===== src/rtl/wb_stream_dbg_master_pkg.sv =====
// -----------------------------------------------------------------------------
// wb_stream_dbg_master_pkg
//   Shared definitions for the byte-stream debug Wishbone master:
//   command opcodes, response status codes, FSM state encoding and the
//   byte-select expansion helper.
// -----------------------------------------------------------------------------
package wb_stream_dbg_master_pkg;

   // Command opcodes carried in cmd[7:4]
   localparam logic [3:0] OP_WRITE = 4'h1;
   localparam logic [3:0] OP_READ  = 4'h2;

   // Response status bytes
   localparam logic [7:0] ST_OK      = 8'hA0;
   localparam logic [7:0] ST_ERR     = 8'hE0;
   localparam logic [7:0] ST_BADOP   = 8'hE1;
   localparam logic [7:0] ST_TIMEOUT = 8'hE2;
   localparam logic [7:0] ST_RTY     = 8'hE3;

   typedef enum logic [2:0] {
      S_IDLE = 3'd0,
      S_ADDR = 3'd1,
      S_DATA = 3'd2,
      S_BUS  = 3'd3,
      S_RSP  = 3'd4
   } state_t;

   // A zero select field in the command byte means "all four bytes".
   function automatic logic [3:0] expand_sel(input logic [3:0] sel);
      return (sel == 4'h0) ? 4'hF : sel;
   endfunction

endpackage


===== src/rtl/wb_stream_dbg_master.sv =====
// -----------------------------------------------------------------------------
// wb_stream_dbg_master
//   Debug Wishbone classic initiator driven by a host byte stream. Commands
//   (WRITE: cmd + 4 address + 4 data bytes, READ: cmd + 4 address bytes, all
//   MSB first) are decoded into one single Wishbone cycle; a status byte
//   (plus 4 read-data bytes for a successful READ) is returned on the
//   response stream.
//
//   Optional feature macro: WB_DBG_TIMEOUT_EN
//     defined   -> a bus cycle with no ack/err/rty for TIMEOUT_CYCLES cycles
//                  is abandoned and reported with status 0xE2.
//     undefined -> the bus cycle waits indefinitely for termination.
//
// Ports
//   clk_i, rst_i                 clock, synchronous active-high reset
//   cmd_data_i/valid_i/ready_o   host command byte stream (valid/ready)
//   rsp_data_o/valid_o/ready_i   response byte stream (valid/ready)
//   wbm_*                        Wishbone classic master port
// -----------------------------------------------------------------------------
module wb_stream_dbg_master
   import wb_stream_dbg_master_pkg::*;
#(
   parameter int ADDR_WIDTH     = 32,
   parameter int TIMEOUT_CYCLES = 1024
) (
   input  logic                  clk_i,
   input  logic                  rst_i,
   input  logic [7:0]            cmd_data_i,
   input  logic                  cmd_valid_i,
   output logic                  cmd_ready_o,
   output logic [7:0]            rsp_data_o,
   output logic                  rsp_valid_o,
   input  logic                  rsp_ready_i,
   output logic [ADDR_WIDTH-1:0] wbm_adr_o,
   output logic [31:0]           wbm_dat_o,
   input  logic [31:0]           wbm_dat_i,
   output logic [3:0]            wbm_sel_o,
   output logic                  wbm_we_o,
   output logic                  wbm_cyc_o,
   output logic                  wbm_stb_o,
   input  logic                  wbm_ack_i,
   input  logic                  wbm_err_i,
   input  logic                  wbm_rty_i
);

   if (ADDR_WIDTH < 1 || ADDR_WIDTH > 32 || TIMEOUT_CYCLES < 1) begin : g_bad_param
      $error("wb_stream_dbg_master: ADDR_WIDTH must be 1..32 and TIMEOUT_CYCLES >= 1");
   end

   state_t      state;
   logic [1:0]  byte_cnt;
   logic        is_read;
   logic [2:0]  rsp_left;     // read-data bytes still to send after the current one
   logic [23:0] shift_sr;     // first three bytes of the address or data word
   logic [31:0] rd_sr;        // captured read data, drained MSB first
`ifdef WB_DBG_TIMEOUT_EN
   logic [31:0] tmo_cnt;
`endif

   logic        cmd_fire;
   logic [31:0] word_full;    // completed 32-bit word once the 4th byte arrives
   logic [3:0]  cmd_op;

   assign cmd_fire  = cmd_valid_i & cmd_ready_o;
   assign word_full = {shift_sr, cmd_data_i};
   assign cmd_op    = cmd_data_i[7:4];

   // Address/data/read-data shift registers carry no reset: they are only
   // observed after being fully reloaded by a new command or bus cycle.
   always_ff @(posedge clk_i) begin
      if (cmd_fire && (state == S_ADDR || state == S_DATA))
         shift_sr <= {shift_sr[15:0], cmd_data_i};
      if (state == S_BUS && wbm_ack_i)
         rd_sr <= wbm_dat_i;
      else if (state == S_RSP && rsp_ready_i && rsp_left != 3'd0)
         rd_sr <= {rd_sr[23:0], 8'h00};
   end

   always_ff @(posedge clk_i) begin
      if (rst_i) begin
         state       <= S_IDLE;
         cmd_ready_o <= 1'b0;
         rsp_valid_o <= 1'b0;
         rsp_data_o  <= 8'h00;
         wbm_adr_o   <= '0;
         wbm_dat_o   <= 32'h0;
         wbm_sel_o   <= 4'h0;
         wbm_we_o    <= 1'b0;
         wbm_cyc_o   <= 1'b0;
         wbm_stb_o   <= 1'b0;
         byte_cnt    <= 2'd0;
         is_read     <= 1'b0;
         rsp_left    <= 3'd0;
`ifdef WB_DBG_TIMEOUT_EN
         tmo_cnt     <= 32'd0;
`endif
      end else begin
`ifdef WB_DBG_TIMEOUT_EN
         // Counter is zero on the first BUS cycle and counts BUS cycles.
         tmo_cnt <= (state == S_BUS) ? tmo_cnt + 32'd1 : 32'd0;
`endif
         case (state)
            S_IDLE: begin
               cmd_ready_o <= 1'b1;
               if (cmd_fire) begin
                  byte_cnt <= 2'd0;
                  if (cmd_op == OP_WRITE || cmd_op == OP_READ) begin
                     is_read   <= (cmd_op == OP_READ);
                     wbm_sel_o <= expand_sel(cmd_data_i[3:0]);
                     state     <= S_ADDR;
                  end else begin
                     rsp_data_o  <= ST_BADOP;
                     rsp_valid_o <= 1'b1;
                     rsp_left    <= 3'd0;
                     cmd_ready_o <= 1'b0;
                     state       <= S_RSP;
                  end
               end
            end

            S_ADDR: begin
               if (cmd_fire) begin
                  byte_cnt <= byte_cnt + 2'd1;
                  if (byte_cnt == 2'd3) begin
                     // Address is latched now for both commands; it is only
                     // qualified once cyc rises.
                     wbm_adr_o <= word_full[ADDR_WIDTH-1:0];
                     if (is_read) begin
                        wbm_we_o    <= 1'b0;
                        wbm_cyc_o   <= 1'b1;
                        wbm_stb_o   <= 1'b1;
                        cmd_ready_o <= 1'b0;
                        state       <= S_BUS;
                     end else begin
                        state <= S_DATA;
                     end
                  end
               end
            end

            S_DATA: begin
               if (cmd_fire) begin
                  byte_cnt <= byte_cnt + 2'd1;
                  if (byte_cnt == 2'd3) begin
                     wbm_dat_o   <= word_full;
                     wbm_we_o    <= 1'b1;
                     wbm_cyc_o   <= 1'b1;
                     wbm_stb_o   <= 1'b1;
                     cmd_ready_o <= 1'b0;
                     state       <= S_BUS;
                  end
               end
            end

            S_BUS: begin
               // ack has priority over err, err over rty.
               if (wbm_ack_i || wbm_err_i || wbm_rty_i) begin
                  wbm_cyc_o   <= 1'b0;
                  wbm_stb_o   <= 1'b0;
                  rsp_valid_o <= 1'b1;
                  state       <= S_RSP;
                  if (wbm_ack_i) begin
                     rsp_data_o <= ST_OK;
                     rsp_left   <= is_read ? 3'd4 : 3'd0;
                  end else if (wbm_err_i) begin
                     rsp_data_o <= ST_ERR;
                     rsp_left   <= 3'd0;
                  end else begin
                     rsp_data_o <= ST_RTY;
                     rsp_left   <= 3'd0;
                  end
               end
`ifdef WB_DBG_TIMEOUT_EN
               else if (tmo_cnt == 32'(TIMEOUT_CYCLES - 1)) begin
                  wbm_cyc_o   <= 1'b0;
                  wbm_stb_o   <= 1'b0;
                  rsp_valid_o <= 1'b1;
                  rsp_data_o  <= ST_TIMEOUT;
                  rsp_left    <= 3'd0;
                  state       <= S_RSP;
               end
`endif
            end

            S_RSP: begin
               if (rsp_ready_i) begin
                  if (rsp_left == 3'd0) begin
                     rsp_valid_o <= 1'b0;
                     cmd_ready_o <= 1'b1;
                     state       <= S_IDLE;
                  end else begin
                     rsp_data_o <= rd_sr[31:24];
                     rsp_left   <= rsp_left - 3'd1;
                  end
               end
            end

            default: begin
               state       <= S_IDLE;
               cmd_ready_o <= 1'b0;
               rsp_valid_o <= 1'b0;
               wbm_cyc_o   <= 1'b0;
               wbm_stb_o   <= 1'b0;
            end
         endcase
      end
   end

endmodule


===== config.mk =====
export PLATFORM = sky130hd
export DESIGN_NAME = wb_stream_dbg_master
export DESIGN_NICKNAME = d
export VERILOG_FILES = /design/src/rtl/wb_stream_dbg_master_pkg.sv /design/src/rtl/wb_stream_dbg_master.sv
export SDC_FILE = /design/constraint.sdc
export NUM_CORES = 1
export LEC_CHECK = 0
export ABC_AREA = 1
export CORE_MARGIN = 1
export CORE_UTILIZATION = 45
export DETAILED_ROUTE_END_ITERATION = 7
export PLACE_DENSITY = 0.76
export SLEW_MARGIN = 20
export SYNTH_ARGS = -nofsm -noshare
export SYNTH_HDL_FRONTEND = slang
export SYNTH_SLANG_ARGS = --single-unit

===== constraint.sdc =====
create_clock -name clk_i -period 3.6 [get_ports clk_i]
set_input_delay 0.9 -clock clk_i [delete_from_list [all_inputs] [get_ports clk_i]]
set_output_delay 0.9 -clock clk_i [all_outputs]
set_load 0.01 [all_outputs]

==> results.sh <==
export IMPL_status="finished, final reports clean"
export IMPL_initial_core_util=0.461
export IMPL_synthAdderAreaFrac=0.00645
export IMPL_hp_class="reg2reg"
export IMPL_yosys_warnings=0
export IMPL_startpoint_type="input pin"
export IMPL_synth_area_leaders="dfxtp_1 31%, edfxtp_1 29%, nor2_1 11%"
export IMPL_finalInstanceArea_mm2=0.00772
export IMPL_final_nets=835
export IMPL_reg2reg_depth=4
export IMPL_synth_edf_count=56
export IMPL_synth_compound_area_frac=0.0921
export IMPL_ff_latch_area_mm2=0.00346
export IMPL_finClkSkew_ps=7.50
export IMPL_period_needed_ps=2360
export IMPL_post_place_ws_ps=885
export IMPL_rows=41
export IMPL_placed_area_mm2=0.00718
export IMPL_yosys_area_top_type="dfxtp_1"
export IMPL_clockBufferDepth=2
export IMPL_reg2reg_slack_ps=1510
export IMPL_grt_pass1_vias=4471
export IMPL_track_usage=0.211
export IMPL_viasPerCell=4.97
export IMPL_ctsHoldBuffers=0
export IMPL_hold_start="byte_cnt[1]$_SDFFE_PP0P_"
export IMPL_tns_ps=0
export IMPL_dpl_hpwl_mm=9.64
export IMPL_n_fill_cell=1056
export IMPL_port_buffers=127
export IMPL_cp_depth=5
export IMPL_tightest_slew_ps=940
export IMPL_p_leak_nw=3.20
export IMPL_top_layer_used="met4"
export IMPL_wl_met3_um=597
export IMPL_crit_arrival_ps=2700
export IMPL_cp_top_family="buffers and inverters"
export IMPL_yosys_cell_types_count=27
export IMPL_synth_main_ff_cell="dfxtp_1"
export IMPL_drt_iter0_drc=343
export IMPL_synthTopCellsByCount="165 x nor2_1, 133 x nand2_1, 89 x dfxtp_1, 69 x o21ai_0, 56 x edfxtp_1"
export IMPL_cts_made_buffers=17
export IMPL_die_w_um=116
export IMPL_cp_max_fo=70
export IMPL_insertion_delay_ps=420
export IMPL_cp_startpoint="rst_i"
export IMPL_irDropWorstVdd_v=0.000383
export IMPL_synthCells=661
export IMPL_powerDensity_mw_per_mm2=566
export IMPL_core_area_mm2=0.0126
export IMPL_synth_most_common_cell="nor2_1"
export IMPL_die_area_mm2=0.0134
export IMPL_syn_area_per_cell_um2=8.80
export IMPL_drive_above_1_share=0.0877
export IMPL_ys_seq_elements=145
export IMPL_post_cts_resized=0
export IMPL_slew_headroom=0.373
export IMPL_fp_dieH_um=116
export IMPL_grt_first_pass_wirelength_mm=21.5
export IMPL_drv_cap=0
export IMPL_path_class="in2reg"
export IMPL_fmax_mhz=424
export IMPL_yosys_area_share_simple=0.246
export IMPL_r2r_start="state[0]$_SDFFE_PP0P_"
export IMPL_seq_area_frac_synth=0.596
export IMPL_antenna_left=0
export IMPL_io_pins=128
export IMPL_setup_slack_ps=1240
export IMPL_cp_cell_sequence="clkdlybuf4s50_1 -> inv_2 -> buf_4 -> nand2_1 -> nor2_1"
export IMPL_required_ps=3950
export IMPL_cp_slowest_cell="inv_2"
export IMPL_area_growth_pct=32.8
export IMPL_worstPathBufferInverterCount=3
export IMPL_drc=0
export IMPL_synth_top_family_by_area="simple AND/OR/NAND/NOR gates"
export IMPL_mappedNetlistArea_mm2=0.00582
export IMPL_clock_sinks=145
export IMPL_rsz0062_at_grt="no"
export IMPL_r2r_end="rd_sr[16]$_DFFE_PP_"
export IMPL_power_mw=4.37
export IMPL_slew_violations=0
export IMPL_hold_slack_ps=479
export IMPL_setup_viol=0
export IMPL_end_kind="register"
export IMPL_firstDrtPassIters=6
export IMPL_async_flop_share=0
export IMPL_finalHoldViolCount=0
export IMPL_fin_crit_sh=0.655
export IMPL_cpPeakStageDelay_ps=730
export IMPL_postCtsSetupBuffers=0
export IMPL_cts_tree="done"
export IMPL_wl_mm=13.7
export IMPL_gp_congestion=0.845
export IMPL_grt_overflow=0
export IMPL_multiInputGateArea_mm2=0.00201
export IMPL_synth_mux_area_frac=0
export IMPL_wl_per_cell_um=14.1
export IMPL_synth_nets=711
export IMPL_grt_max_degree=71
export IMPL_drt_met1_wl_mm=5.91
export IMPL_cts_root_buf="clkbuf_16"
export IMPL_crit_path_end="rsp_data_o[0]$_SDFFE_PP0P_"
export IMPL_synthXorXnorAreaFrac=0
export IMPL_num_vias=4819
export IMPL_path_clk_slew_ps=60
export IMPL_htreeDepth=4
export IMPL_wl_met2_mm=6.82
export IMPL_synth_top_area_frac=0.306
export IMPL_antenna_found_initial=0
export IMPL_antenna_cells=0
## where the power goes
part / switching, mW / total, mW / internal (mW) / leakage, nW
registers: 0.0978 / 1.94 / 1.85 / 1.23
clock network: 0.694 / 1.61 / 0.914 / 0.267
logic: 0.484 / 0.817 / 0.333 / 1.70
total: 1.28 / 4.37 / 3.09 / 3.20
## worst min-delay path, cell delays in order (launching register included)
cell and delay (ps):
dfxtp_1 320, nand2_1 60, a21oi_1 50
## worst min path at each step
stage | depth (start not counted) | end
6_report | 2 | byte_cnt[1]$_SDFFE_PP0P_
5_1_grt | 2 | byte_cnt[1]$_SDFFE_PP0P_
4_1_cts | 2 | byte_cnt[1]$_SDFFE_PP0P_
3_5_place_dp | 2 | byte_cnt[1]$_SDFFE_PP0P_
3_3_place_gp | 2 | byte_cnt[1]$_SDFFE_PP0P_
2_1_floorplan | 2 | byte_cnt[1]$_SDFFE_PP0P_
## state kept, by name (all words and copies together) (netlist names), 2 cells and up
register and cells:
rd_sr 32, wbm_adr_o 32, wbm_dat_o 32, shift_sr 24, rsp_data_o 8, wbm_sel_o 4, rsp_left 3, state 3
byte_cnt 2
## cell usage in the layout (no fill, tap or decap), types with 6 or more instances in the layout
master / synthesis / layout
nor2_2: 7 / 8
o21ai_0: 69 / 68
a21oi_1: 21 / 21
nand3_1: 16 / 16
o21bai_1: 6 / 6
clkbuf_16: 0 / 17
nor2_1: 165 / 164
inv_1: 35 / 34
nand2_1: 133 / 133
inv_2: 5 / 6
edfxtp_1: 56 / 56
buf_4: 4 / 9
clkdlybuf4s50_1: 0 / 127
dfxtp_1: 89 / 89
## kinds of logic after synthesis
family | Yosys count
fa+ha+maj | 3
flops | 145
compound gates | 103
simple gates | 339
buf+inv | 71
## per-stage QoR
stage                      util  instances
after global routing      0.612        970
after CTS                 0.612        970
final                     0.612        970
after floorplan               -        661
after global placement    0.569        938
after detailed placement  0.569        938
## layer usage
layer / vias to the layer above / track usage
met5: - / 0
met4: 0 / 0.0915
met3: 27 / 0.0481
met2: 164 / 0.352
met1: 2253 / 0.263
li1: 2375 / -
## final cells by class
class                   instances  share of cell area
multi-input cells             445               0.260
flip-flops and latches        145               0.449
well taps                     172              0.0279
clock inverters                12              0.0125
repair buffers                136               0.173
inverters                      40              0.0194
clock buffers                  20              0.0579
Note: power is estimated with default switching activity, not from simulation.
==> RTL change 1: new RTL, config.mk and constraints unchanged <==
Set the parameter `ADDR_WIDTH` to 24 (it was 32).
--- a/src/rtl/wb_stream_dbg_master.sv
+++ b/src/rtl/wb_stream_dbg_master.sv
@@ -20,7 +20,7 @@
 module wb_stream_dbg_master
    import wb_stream_dbg_master_pkg::*;
 #(
-   parameter int ADDR_WIDTH     = 32,
+   parameter int ADDR_WIDTH     = 24,
    parameter int TIMEOUT_CYCLES = 1024
 ) (
    input  logic                  clk_i,
Interface: changed (resized wbm_adr_o); port bits go from 128 to 120. No check against the original RTL was run, so the function may have changed too.
==> RTL change 1 against the unedited design <==
The flow now finishes with violations (DRC); wire length fell by 9.2%; critical endpoint is now wbm_dat_o[1]; register-to-register slack improved by 0.08 ns; non-clock buffer count fell by 12; sequential cell count fell by 8; largest power group unchanged; setup slack improved by 0.038 ns; final area fell by 5.2%; clock power rose by 7%; hold slack got worse by 0.0070 ns; total power rose by 8.5%; area after synthesis fell by 6.1%.
==> RTL change 1: results (changes against the unedited design) <==
Slew HR=59.0% (+22 points); syn_nets=620 (-13%); drt first-iter violations=327 (-4.7%); Final Routed Wirelength=12.4 mm (-9.2%); failing checks=DRC; count of cell types in the netlist=31 (+15%); peak supply drop=389 µV (+1.6%); layout cells sized above 1=11.9% (+3.1 points); Placer Congestion=0.898 (+6.2%); Leak=2.90 nW (-9.3%); biggest regs=rd_sr x32, wbm_dat_o x32; vias after detailed routing=4328 (-10%); largest net degree at the start of global routing=74 (+4.2%); Syn Area/Cell=9.58 µm² (+8.9%); Residual DRC=8 (+8); Post-synth ARST share=0% (unchanged); CP max FO=38 (-46%); Clock Root Buffer=clkbuf_16; ranking of synthesized cells by area=edfxtp_1 31%, dfxtp_1 30%, nor2_1 11%; Critical-path top delay cell=clkdlybuf4s50_1; Critical Path Max Stage Delay=0.46 ns (-0.27 ns); nets=737 (-12%); vias in the first global route=4180 (-6.5%); PortBufs=119 (-6.3%); drt first pass iters=8 (+2); Commonest cells post-synth=156 x nor2_1, 81 x dfxtp_1, 66 x o21ai_0, 61 x nand2_1, 56 x edfxtp_1; sequential fraction of the synthesis area=60.5% (+0.91 points); gr usage total=20.7% (-0.41 points); placed instance count=811 (-14%); number of fill cells=914 (-13%); R2R setup slack=1.59 ns (+0.08 ns); initial antenna violation count=0 (unchanged); first-pass GRT wire length=20.1 mm (-6.5%); Post-DP HPWL=8.58 mm (-11%); Final Non-Filler Cells=843 (-13%); status=finished with violations; WP data arrival=2.65 ns (-0.05 ns); worst hold path type=reg2reg; Final Skew=0.0125 ns (+0.00496 ns)
-- RTL change 1: cell types whose count changed in the layout (fill, tap and decap cells not counted), sizes merged, moves of 2 or more --
cell           delta
clkbuf            +2
nor2             -17
a21oi             -3
mux2             +24
nand2            -74
nand3             -2
buf               -4
o21bai            -2
nor3              +2
o21ai             -7
dfxtp             -8
clkdlybuf4s50     -8
-- RTL change 1: worst register-to-register path: cells and delay by family, from the launching register on --
family / cells / cell delay (ns)
AND/OR/NAND/NOR: 2 / 0.42
flip-flops: 1 / 0.59
AO/OA/AOI/OAI: 1 / 0.14
buffers and inverters: 2 / 0.52
-- RTL change 1: kinds of logic after synthesis --
| kind of cell | Yosys count | share of synthesized area, % |
|---|---|---|
| buffers and inverters | 66 | 5.68 |
| DFF | 137 | 60.5 |
| muxes | 24 | 5.02 |
| AOI/OAI and AO/OA | 91 | 8.57 |
| and+or+nand+nor | 249 | 19.6 |
| adders and majority gates | 3 | 0.687 |
-- RTL change 1: metal layers --
metal	up-vias	global-route usage, %	wire [µm]
met1	2041	26.1	5340
met5	-	0	0
met4	0	10.4	331
met3	32	4.59	677
li1	2106	-	-
met2	149	33.7	6070
-- RTL change 1: path summary, 6_finish.rpt --
kind	startpoint	endpoint	cells after the start
min reg2reg	shift_sr[13]	shift_sr[21]	0
max	cmd_valid_i	wbm_dat_o[1]	7
max reg2reg	state[1]	rd_sr[16]	5
min	shift_sr[13]	shift_sr[21]	0
-- RTL change 1: report_power, final --
| group | internal (mW) | total, mW | switching [mW] |
|---|---|---|---|
| sequential | 1.77 | 1.88 | 0.111 |
| clock | 1.04 | 1.73 | 0.686 |
| combinational | 0.451 | 1.13 | 0.677 |
-- RTL change 1: layout make-up --
type / instances / area [µm²] / share of cell area [%]
sequential: 137 / 3300 / 45.1
multi-input combinational: 367 / 1860 / 25.3
timing repair buffer: 124 / 1230 / 16.8
clock buffer: 22 / 517 / 7.06
tap: 143 / 179 / 2.44
inverter: 40 / 150 / 2.05
clock inverter: 10 / 90.1 / 1.23
-- RTL change 1: stage by stage --
step | hold WS [ns] | worst slack, ns | util [%]
final | 0.472 | 1.28 | 63.1
after global routing | 0.486 | 1.12 | 63.1
after CTS | 0.473 | 1.30 | 63.1
after detailed placement | 0.464 | 0.884 | 57.8
after global placement | 0.460 | 0.971 | 57.8
after floorplan | 0.443 | 0.747 | -
==> RTL change 2: new RTL, config.mk and constraints unchanged <==
Without the edit above. Make the reset (`rst_i`) asynchronous in one clocked block. Comments in the files are not updated.
--- a/src/rtl/wb_stream_dbg_master.sv
+++ b/src/rtl/wb_stream_dbg_master.sv
@@ -76,7 +76,7 @@
          rd_sr <= {rd_sr[23:0], 8'h00};
    end
 
-   always_ff @(posedge clk_i) begin
+   always_ff @(posedge clk_i or posedge rst_i) begin
       if (rst_i) begin
          state       <= S_IDLE;
          cmd_ready_o <= 1'b0;
Formal check against the unedited RTL: differs if rst_i is asserted again (counterexample within 4 cycles, from zero or initial values and one cycle with rst_i high); with rst_i held inactive, the same outputs for 10 cycles.
==> RTL change 2 against the unedited design <==
Wire length fell by 8.4%; synthesized cell count fell by 18%; area after synthesis rose by 1.9%; count of clock-buffer cells in the layout rose by 6; final area rose by 2.9%; setup slack improved by 0.074 ns; critical path depth fell by 1; sequential cell count did not move; first-iteration DRC count rose by 25%; largest cell class unchanged.
Power is not compared: it rests on default switching activity, and its combinational part moved more than twofold at a synthesized area within 25%.
==> RTL change 2: results (changes against the unedited design) <==
status=finished, final reports clean; top-count cell post-synth=nand2_1; gr usage total=20.0% (-1.1 points); Worst Hold Depth=0 (-2); Clk Latency, worst-skew pair=0.42 ns (about the same); Commonest cells post-synth=141 x nand2_1, 89 x dfrtp_1, 68 x inv_1, 56 x edfxtp_1, 50 x o21ai_0; Placer Congestion=0.904 (+6.9%); vias after detailed routing=4176 (-13%); CP max FO=19 (-73%); post-cts sizing count=0 (unchanged); biggest regs=rd_sr x32, wbm_adr_o x32, wbm_dat_o x32; yosys warns=0 (unchanged); Worst Setup Start Kind=input pin; FF-to-FF End=rsp_data_o[0]; drt wl/cell=14.6 µm (+3.3%); clock slew at reported path FFs=0.06 ns (about the same); ranking of synthesized cells by area=dfrtp_1 38%, edfxtp_1 28%, nand2_1 8.9%; pre-CTS setup slack=0.690 ns (-0.195 ns); sequential fraction of the synthesis area=65.9% (+6.4 points); count of cell types in the netlist=26 (-3.7%); drt first-iter violations=429 (+25%); largest net degree at the start of global routing=66 (-7.0%); Hold Path End=shift_sr[11]; Num CTS Buffers=17 (unchanged); Post-DP HPWL=8.90 mm (-7.7%); syn_nets=593 (-17%); layout cells sized above 1=10.3% (+1.5 points); worst hold margin=0.447 ns (-0.0318 ns); H-tree depth=4 (unchanged); R2R Path Start=rsp_left[0]; Longest Clk Path Bufs=2 (unchanged); Clock Root Buffer=clkbuf_16; number of synthesized flops with an enable pin=56 (unchanged); post-CTS setup buffer count=0 (unchanged); R2R setup slack=1.48 ns (-0.03 ns); worst hold path type=reg2reg; Final Skew=0.00951 ns (+0.00201 ns); PortBufs=127 (unchanged); drt first pass iters=5 (-1); Leak=3.54 nW; first-pass GRT wire length=20.2 mm (-6.3%); initial antenna violation count=0 (unchanged); Post-synth ARST share=61.4% (+61 points); hold path startpoint=shift_sr[3]; worst reg2reg path depth=9 (+5); Worst-Margin Slew=0.838 ns (-0.102 ns); peak supply drop=334 µV; nets=725 (-13%); n_diodes=0 (unchanged)
RTL change 2: worst max-delay path by stage:
| stage | from | end | slack, ns | cells past startpoint |
|---|---|---|---|---|
| after floorplan | rst_i | byte_cnt[0] | 0.39 | 1 |
| after global placement | cmd_valid_i | wbm_dat_o[23] | 0.80 | 6 |
| after detailed placement | cmd_valid_i | wbm_dat_o[26] | 0.69 | 6 |
| after CTS | cmd_valid_i | wbm_dat_o[26] | 1.13 | 6 |
| after global routing | wbm_ack_i | rd_sr[16] | 1.24 | 4 |
| final | wbm_ack_i | rd_sr[8] | 1.32 | 4 |
RTL change 2: cells by family (layout without fill, tap and decap cells):
family	Yosys count	after routing	share of synthesized area, %
and+or+nand+nor	206	206	14.5
DFF	145	145	65.9
buffers and inverters	90	235	6.71
AOI/OAI and AO/OA	75	75	6.40
muxes	24	24	5.83
adders and majority gates	3	3	0.633
RTL change 2: layout make-up:
cell class,count,area (µm²)
clock buffers,26,532
multi-input cells,308,1620
flip-flops and latches,145,3910
clock inverters,6,65.1
well taps,172,215
fillers,1011,4780
inverters,69,260
repair buffers,134,1340
RTL change 2: critical path: stages:
cell	delay, ns
clkdlybuf4s50_1	0.47
nand2_2	0.37
buf_4	0.37
mux2_4	0.33
RTL change 2: power by group:
group | switching (mW) | internal, mW | leakage (nW)
sequential | 0.000491 | 1.71 | 1.62
clock | 0.648 | 1.09 | 0.296
combinational | 0.0408 | 0.0510 | 1.62
RTL change 2: metrics by stage:
step / instances / instance area (µm²)
after floorplan: 543 / 5930
after global placement: 828 / 7340
after detailed placement: 828 / 7340
after CTS: 860 / 7940
after global routing: 860 / 7940
final: 860 / 7940
RTL change 2: metal layers:
layer  GRT usage [%]  part of all wire, %
met5               0                    0
met4            8.02                  1.3
met3            6.49                  5.8
met2            33.3                   51
met1            24.1                   42
